<file path="src/rtl/instruction_decoder_wide.sv">
// instruction_decoder_wide: registers fetched instruction bytes and decodes them into datapath controls
// Optional feature macro: ID_LONG_IMM_EN enables the multi-byte LOADW immediate sequencer.
// Ports:
//   clk_i          rising-edge clock
//   reset_n_i      asynchronous active-low reset
//   next_instr_i   byte from program memory
//   instr_valid_i  next_instr_i is valid this cycle
//   jmp_o          unconditional jump
//   jmp_nz_o       conditional jump (taken if ALU not-zero)
//   ir_nibble_o    ir[3:0]
//   imm_data_o     assembled LOADW immediate (little-endian)
//   i_sel_o        0: i loads from bus, 1: i increment path
//   x_sel_o        ir[4]
//   y_sel_o        ir[3]
//   source_sel_o   0-7 reg by code, 8 ir_nibble, 9 i_pins, 10 zero, 11 imm_data
//   reg_en_o       bit n = reg code n (bit4 = r), bit8 = o_reg
//   ir_o           instruction register
//   imm_busy_o     LOADW sequence in progress
module instruction_decoder_wide #(
    parameter int DATA_W = 16
) (
    input  logic              clk_i,
    input  logic              reset_n_i,
    input  logic [7:0]        next_instr_i,
    input  logic              instr_valid_i,
    output logic              jmp_o,
    output logic              jmp_nz_o,
    output logic [3:0]        ir_nibble_o,
    output logic [DATA_W-1:0] imm_data_o,
    output logic              i_sel_o,
    output logic              x_sel_o,
    output logic              y_sel_o,
    output logic [3:0]        source_sel_o,
    output logic [8:0]        reg_en_o,
    output logic [7:0]        ir_o,
    output logic              imm_busy_o
);
    localparam int IMM_BYTES = DATA_W / 8;
    localparam int CNT_W = $clog2(IMM_BYTES + 1);
    logic [7:0] ir_q;
    logic       ir_valid_q;
    logic       ir_ld;
    logic       busy;
    logic       commit;
    // Destination code to enable mask: code 4 as a destination is o_reg, dm (7) also strobes i.
    function automatic logic [8:0] dst_en(input logic [2:0] d);
        return ((d == 3'd4) ? 9'h100 : (9'h001 << d)) | ((d == 3'd7) ? 9'h040 : 9'h000);
    endfunction
`ifdef ID_LONG_IMM_EN
    typedef enum logic [1:0] {EXEC, COLLECT, COMMIT} state_t;
    state_t            state_q, state_d;
    logic [CNT_W-1:0]  cnt_q, cnt_d;
    logic [DATA_W-1:0] imm_q, imm_d;
    logic              is_loadw;
    assign is_loadw = ir_valid_q && (ir_q[7:3] == 5'b11111);
    always_comb begin
        state_d = state_q;
        cnt_d   = cnt_q;
        imm_d   = imm_q;
        ir_ld   = 1'b0;
        busy    = 1'b0;
        commit  = 1'b0;
        case (state_q)
            EXEC:    begin busy = is_loadw; ir_ld = !is_loadw; end
            COLLECT: busy = 1'b1;
            COMMIT:  begin commit = 1'b1; ir_ld = 1'b1; state_d = EXEC; cnt_d = '0; end
            default: state_d = EXEC;
        endcase
        if (busy && instr_valid_i) begin
            for (int b = 0; b < IMM_BYTES; b++)
                if (cnt_q == CNT_W'(b)) imm_d[b*8 +: 8] = next_instr_i;
            cnt_d   = cnt_q + 1'b1;
            state_d = (cnt_q == CNT_W'(IMM_BYTES - 1)) ? COMMIT : COLLECT;
        end
    end
    always_ff @(posedge clk_i or negedge reset_n_i) begin
        if (!reset_n_i) begin
            state_q <= EXEC;
            cnt_q   <= '0;
            imm_q   <= '0;
        end else begin
            state_q <= state_d;
            cnt_q   <= cnt_d;
            imm_q   <= imm_d;
        end
    end
    assign imm_data_o = imm_q;
`else
    assign ir_ld      = 1'b1;
    assign busy       = 1'b0;
    assign commit     = 1'b0;
    assign imm_data_o = '0;
`endif
    always_ff @(posedge clk_i or negedge reset_n_i) begin
        if (!reset_n_i) begin
            ir_q       <= '0;
            ir_valid_q <= 1'b0;
        end else if (ir_ld) begin
            ir_q       <= next_instr_i;
            ir_valid_q <= instr_valid_i;
        end
    end
    // Decode defaults are the NOP values; without the LOADW feature 1111_1xxx falls into JNZ.
    always_comb begin
        reg_en_o     = '0;
        source_sel_o = 4'd8;
        i_sel_o      = 1'b1;
        jmp_o        = 1'b0;
        jmp_nz_o     = 1'b0;
        x_sel_o      = ir_q[4];
        y_sel_o      = ir_q[3];
        if (!reset_n_i) begin
            reg_en_o     = 9'h1FF;
            source_sel_o = 4'd10;
            i_sel_o      = 1'b0;
            x_sel_o      = 1'b0;
            y_sel_o      = 1'b0;
        end else if (commit) begin
            reg_en_o     = dst_en(ir_q[2:0]);
            source_sel_o = 4'd11;
            i_sel_o      = ir_q[2:0] != 3'd6;
        end else if (ir_valid_q && !busy) begin
            if (!ir_q[7]) begin
                reg_en_o = dst_en(ir_q[6:4]);
                i_sel_o  = ir_q[6:4] != 3'd6;
            end else if (!ir_q[6]) begin
                reg_en_o     = dst_en(ir_q[5:3]) |
                               ((ir_q[2:0] == 3'd7 && ir_q[5:3] != 3'd6) ? 9'h040 : 9'h000);
                source_sel_o = (ir_q[2:0] == ir_q[5:3]) ? 4'd9 : {1'b0, ir_q[2:0]};
                i_sel_o      = ir_q[5:3] != 3'd6;
            end else if (!ir_q[5]) begin
                reg_en_o = 9'h010;
            end else if (!ir_q[4]) begin
                jmp_o = 1'b1;
            end else begin
                jmp_nz_o = 1'b1;
            end
        end
    end
    assign imm_busy_o  = busy;
    assign ir_o        = ir_q;
    assign ir_nibble_o = ir_q[3:0];
endmodule

</file>
<file path="config.mk">
export PLATFORM = sky130hd
export DESIGN_NAME = instruction_decoder_wide
export DESIGN_NICKNAME = d
export VERILOG_FILES = /design/src/rtl/instruction_decoder_wide.sv
export SDC_FILE = /design/constraint.sdc
export NUM_CORES = 1
export LEC_CHECK = 0
export BUFFER_PORTS_ARGS = -buffer_cell sky130_fd_sc_hd__buf_2
export CORE_UTILIZATION = 41
export CTS_BUF_LIST = sky130_fd_sc_hd__clkbuf_4
export CTS_CLUSTER_SIZE = 20
export DETAILED_ROUTE_END_ITERATION = 10
export PLACE_DENSITY = 0.89
export SETUP_SLACK_MARGIN = 0.5
export SLEW_MARGIN = 0
export SYNTH_ARGS = -nofsm -noshare
export SYNTH_HDL_FRONTEND = slang
export SYNTH_SLANG_ARGS = --single-unit
</file>
<file path="constraint.sdc">
create_clock -name clk_i -period 1.79 [get_ports clk_i]
set_clock_uncertainty 0.2 [all_clocks]
set_input_delay 0.179 -clock clk_i [delete_from_list [all_inputs] [get_ports clk_i]]
set_output_delay 0.179 -clock clk_i [all_outputs]
set_load 0.02 [all_outputs]
</file>
After elaboration in Yosys (flattened, before gate mapping)
Cells that the tools add are included.
{"block": "word_totals", "output_inout_bits": 47, "elab_cells": 49, "register_bits": 9, "inputBits": 11}
{"block": "classes", "shift": 2, "muxes": 33, "eq_ne": 8, "n_bitwise": 3, "reduce_logical": 1}
{"operator": "$mux W9", "count": 6}
{"operator": "$or A9 B7 Y9", "count": 3}
{"operator": "$mux W7", "count": 3}
{"operator": "$mux W4", "count": 5}
{"operator": "$mux W1", "count": 18}
{"operator": "$shl A1 B3 Y9 const A", "count": 2}
{"operator": "$eq A3 B3 Y1 const B", "count": 5}
{"operator": "$ne A3 B3 Y1 const B", "count": 2}
{"operator": "$mux W5", "count": 1}
{"operator": "$eq A3 B3 Y1", "count": 1}
{"operator": "$logic_and A1 B1 Y1", "count": 1}

Logic depth before layout (Yosys ltp)
{"block": "depth", "word_depth": 8, "ltp_mapped": 4, "ltp_nobuf": 3}

Worst setup path before layout
No wires, ideal clock.
{"block": "synth_timing", "path_kind": "register -> output", "from": "reg ir_q[7], in the netlist ir_o[7]", "to": "out reg_en_o[3]", "arrival_time_ps": 1470, "path_buffers": 1, "t_required_ps": 1411, "stages_incl_launch_ff": 4, "slack_ps": -59, "cell_sequence": "dfrtp_1 -> buf_2 -> mux2_2 -> o31ai_1"}
{"block": "synth_via", "elab_chain_cells": 3}
{"item": "from (decl)", "line_no": "40", "text": "logic [7:0] ir_q;"}
{"item": "from (signal assigned)", "line_no": "99", "text": "ir_q <= next_instr_i;"}
{"item": "$mux W9", "line_no": "123", "text": "if (!ir_q[7]) begin"}
{"item": "$mux W9", "line_no": "122", "text": "end else if (ir_valid_q && !busy) begin"}
{"item": "$mux W9", "line_no": "112", "text": "if (!reset_n_i) begin"}
{"item": "to (decl)", "line_no": "34", "text": "output logic [8:0] reg_en_o,"}
Every way passes these cells.

Worst setup path after layout
{"block": "layout_timing", "from": "reg ir_q[5], in the netlist ir_o[5]", "to": "out reg_en_o[3]"}
{"block": "layout_via", "elab_chain_cells": 8, "elab_cells_between_ends": 13, "cone_classes": "eq/ne: 2; shift: 2; mux: 6; bitwise: 3"}
{"item": "$eq A3 B3 Y1 / $shl A1 B3 Y9 (equally long branches)", "line_no": "47", "text": "return ((d == 3'd4) ? 9'h100 : (9'h001 << d)) | ((d == 3'd7) ? 9'h040 : 9'h000);"}
{"item": "$mux W9", "line_no": "47"}
{"item": "$or A9 B7 Y9", "line_no": "47"}
{"item": "$or A9 B7 Y9", "line_no": "127", "text": "reg_en_o = dst_en(ir_q[5:3]) |"}
{"item": "$mux W9", "line_no": "126", "text": "end else if (!ir_q[6]) begin"}
{"item": "$mux W9 (*)", "line_no": "123"}
{"item": "$mux W9 (*)", "line_no": "122"}
{"item": "$mux W9 (*)", "line_no": "112"}
Every way passes the cells marked *; elsewhere a longest branch is shown, timed or not.

==> flow_metrics.env <==
export IMPL_status="complete, but fails checks"
export IMPL_violations="negative setup slack"
export IMPL_final_cells=181
export IMPL_slew_viol_final=0
export IMPL_fin_hold_ws_ns=0.222
export IMPL_num_vias=934
export IMPL_synth_cell_type_count=33
export IMPL_drtPass1Iterations=4
export IMPL_via_per_inst=5.16
export IMPL_final_nets=168
export IMPL_die_w_um=45.8
export IMPL_final_common_cell="buf_6"
export IMPL_p_per_area_nw_per_um2=484
export IMPL_final_hold_viol_count=0
export IMPL_cts_buffer_depth=2
export IMPL_dieHeight_um=45.8
export IMPL_grt_first_pass_wirelength_um=3930
export IMPL_finalCritPeriodShare_pct=115
export IMPL_path_max_fanout=5
export IMPL_cts_tree="yes"
export IMPL_initial_utilization_pct=44.7
export IMPL_hold_path_class="in2async"
export IMPL_cpMaxStageDelayCell="dfrtp_2"
export IMPL_path_depth=4
export IMPL_synth_area_leaders="dfrtp_1 (29%), buf_4 (23%), xnor2_1 (3.3%)"
export IMPL_drtAntennaViolNets=0
export IMPL_crit_arrival_ns=1.68
export IMPL_cp_required_ns=1.41
export IMPL_yosysWarnings=0
export IMPL_num_fill_cells=60
export IMPL_slowest_delay_ns=0.41
export IMPL_dp_hpwl_um=1440
export IMPL_wl_per_cell_um=18.7
export IMPL_place_inst=149
export IMPL_fmax_ghz=0.486
export IMPL_peakVddDrop_mv=0.602
export IMPL_totalPowerFinal_uw=789
export IMPL_synth_area_um2=788
export IMPL_startpoint_type="register"
export IMPL_finalInstanceArea_um2=1630
export IMPL_gp_congestion=0.908
export IMPL_antenna_found_initial=0
export IMPL_final_cell_mix="buf_6 (26), buf_4 (21), conb_1 (17)"
export IMPL_die_area_um2=2100
export IMPL_seq_area_um2=235
export IMPL_layout_min_cycle_time_ns=2.06
export IMPL_drt_initial_drc_count=25
export IMPL_synthCells=88
export IMPL_grt_pass1_vias=824
export IMPL_row_count=15
export IMPL_synth_seq_area_share_pct=28.6
export IMPL_overflow=0
export IMPL_critPathTopFamily="flip-flops"
export IMPL_fin_util_pct=92.4
export IMPL_max_cap_violations=0
export IMPL_path_buf_inv=2
export IMPL_critical_path_startpoint="ir_o[5]"
export IMPL_core_area_um2=1760
export IMPL_cts_sinks=9
export IMPL_crit_end="reg_en_o[3]"
export IMPL_synth_top_cell_area_share_pct=28.6
export IMPL_path_cells="buf_8 > mux2_2 > o31ai_2 > buf_4"
export IMPL_cts_htree_levels=1
export IMPL_setup_violations=15
export IMPL_post_dp_cell_area_um2=1060
export IMPL_io_pins=58
export IMPL_rsz0062_at_grt="yes"
export IMPL_crit_type="reg2out"
export IMPL_n_antenna_cell=0
export IMPL_drc_errors=0
export IMPL_cts_buffers=3
export IMPL_cts_root_buf="clkbuf_4"
export IMPL_drive_gt1_share_pct=73.1
export IMPL_postSynthRegisterBits=9
export IMPL_wirelength_um=3390
export IMPL_grt_usage_pct=26.9
export IMPL_grt_max_degree=11
export IMPL_multi_input_area_um2=638
export IMPL_yosysTopAreaCell="dfrtp_1"
export IMPL_leakagePower_nw=0.748
export IMPL_io_buffer_count=40
export IMPL_setup_ws_ns=-0.267
export IMPL_synth_area_per_cell_um2=8.96
export IMPL_syn_to_final_growth_pct=107
export IMPL_worstSetupEndpointType="output pin"
export IMPL_path_clk_slew_ns=0.08
==> cell families (layout without fill, tap and decap cells) <==
| kind of cell | count (synthesis) | in the layout | share of synthesized area (%) |
|---|---|---|---|
| buffers and inverters | 29 | 81 | 25.7 |
| AND/OR/NAND/NOR | 27 | 27 | 21.6 |
| AO/OA/AOI/OAI | 17 | 17 | 17.0 |
| flip-flops | 9 | 9 | 28.6 |
| XOR/XNOR | 3 | 3 | 3.33 |
| multiplexers | 2 | 2 | 3.33 |
| other | 1 | 17 | 0.476 |
==> worst min path at each step <==
stage                         start         end  slack (ns)  depth (start not counted)
floorplan                 reset_n_i     ir_o[0]       -0.32                          0
global placement    next_instr_i[7]     ir_o[7]        0.09                          1
detailed placement  next_instr_i[3]     ir_o[3]        0.09                          1
CTS                 next_instr_i[2]     ir_o[2]        0.35                          2
global route              reset_n_i  ir_valid_q        0.27                          3
finish                    reset_n_i  ir_valid_q        0.22                          3
==> power breakdown <==
| group | internal, mW | total (mW) | switching (mW) |
|---|---|---|---|
| Clock | 0.0826 | 0.167 | 0.0845 |
| Sequential | 0.215 | 0.240 | 0.0247 |
| Combinational | 0.180 | 0.382 | 0.202 |
==> stage by stage <==
stage | setup slack [ns] | TNS, ns
final | -0.267 | -1.60
after global routing | -0.277 | -2.10
after CTS | -0.113 | -0.824
after detailed placement | 0.118 | 0
after global placement | 0.152 | 0
after floorplan | 0.102 | 0
==> flip-flops by register name, summed over array words and instances (netlist names) <==
signal,count
ir_o,8
ir_valid_q,1
==> cells in the mapped netlist <==
cell,count
or4_4,1
o31ai_2,2
a31o_1,2
inv_1,1
inv_2,1
o211ai_2,1
conb_1,1
mux2_2,1
dfrtp_1,9
a21oi_1,3
o31ai_1,1
buf_2,3
nand3b_1,2
nor2_1,4
nand3_1,2
xnor2_1,3
nor3_1,2
and2_2,1
o21a_1,2
a21o_1,1
nand2_1,5
buf_4,24
nand4b_1,2
o21ai_1,3
and3_1,2
and4bb_1,1
nand4bb_1,1
nand2b_1,2
a41o_1,1
nand2_2,1
mux2_4,1
nor4bb_1,1
a41oi_1,1
==> area by class of cell <==
| type | instances | area share, % |
|---|---|---|
| clock buffer | 3 | 1.38 |
| clock inverter | 1 | 0.307 |
| inverter | 2 | 0.767 |
| multi-input combinational | 66 | 39.1 |
| sequential | 9 | 14.4 |
| tap | 25 | 1.92 |
| timing repair buffer | 75 | 42.1 |
==> metal layers <==
layer / part of all wire (%) / GRT usage, % / vias to the layer above
li1: - / - / 408
met1: 38 / 34.5 / 449
met2: 53 / 45.6 / 67
met3: 6.5 / 3.97 / 10
met4: 2.4 / 8.82 / 0
met5: 0 / 0 / -
==> repair_timing <==
| action | CTS | global route |
|---|---|---|
| pin swaps | 8 | 8 |
| endpoints found under the hold margin | 18 | 0 |
| buffers inserted | 9 | 7 |
| endpoints found under the setup margin | 24 | 36 |
| gates resized for setup | 51 | 32 |
| hold buffers | 10 | 0 |
| cloned | 2 | 0 |
(Power assumes the default switching activity.)
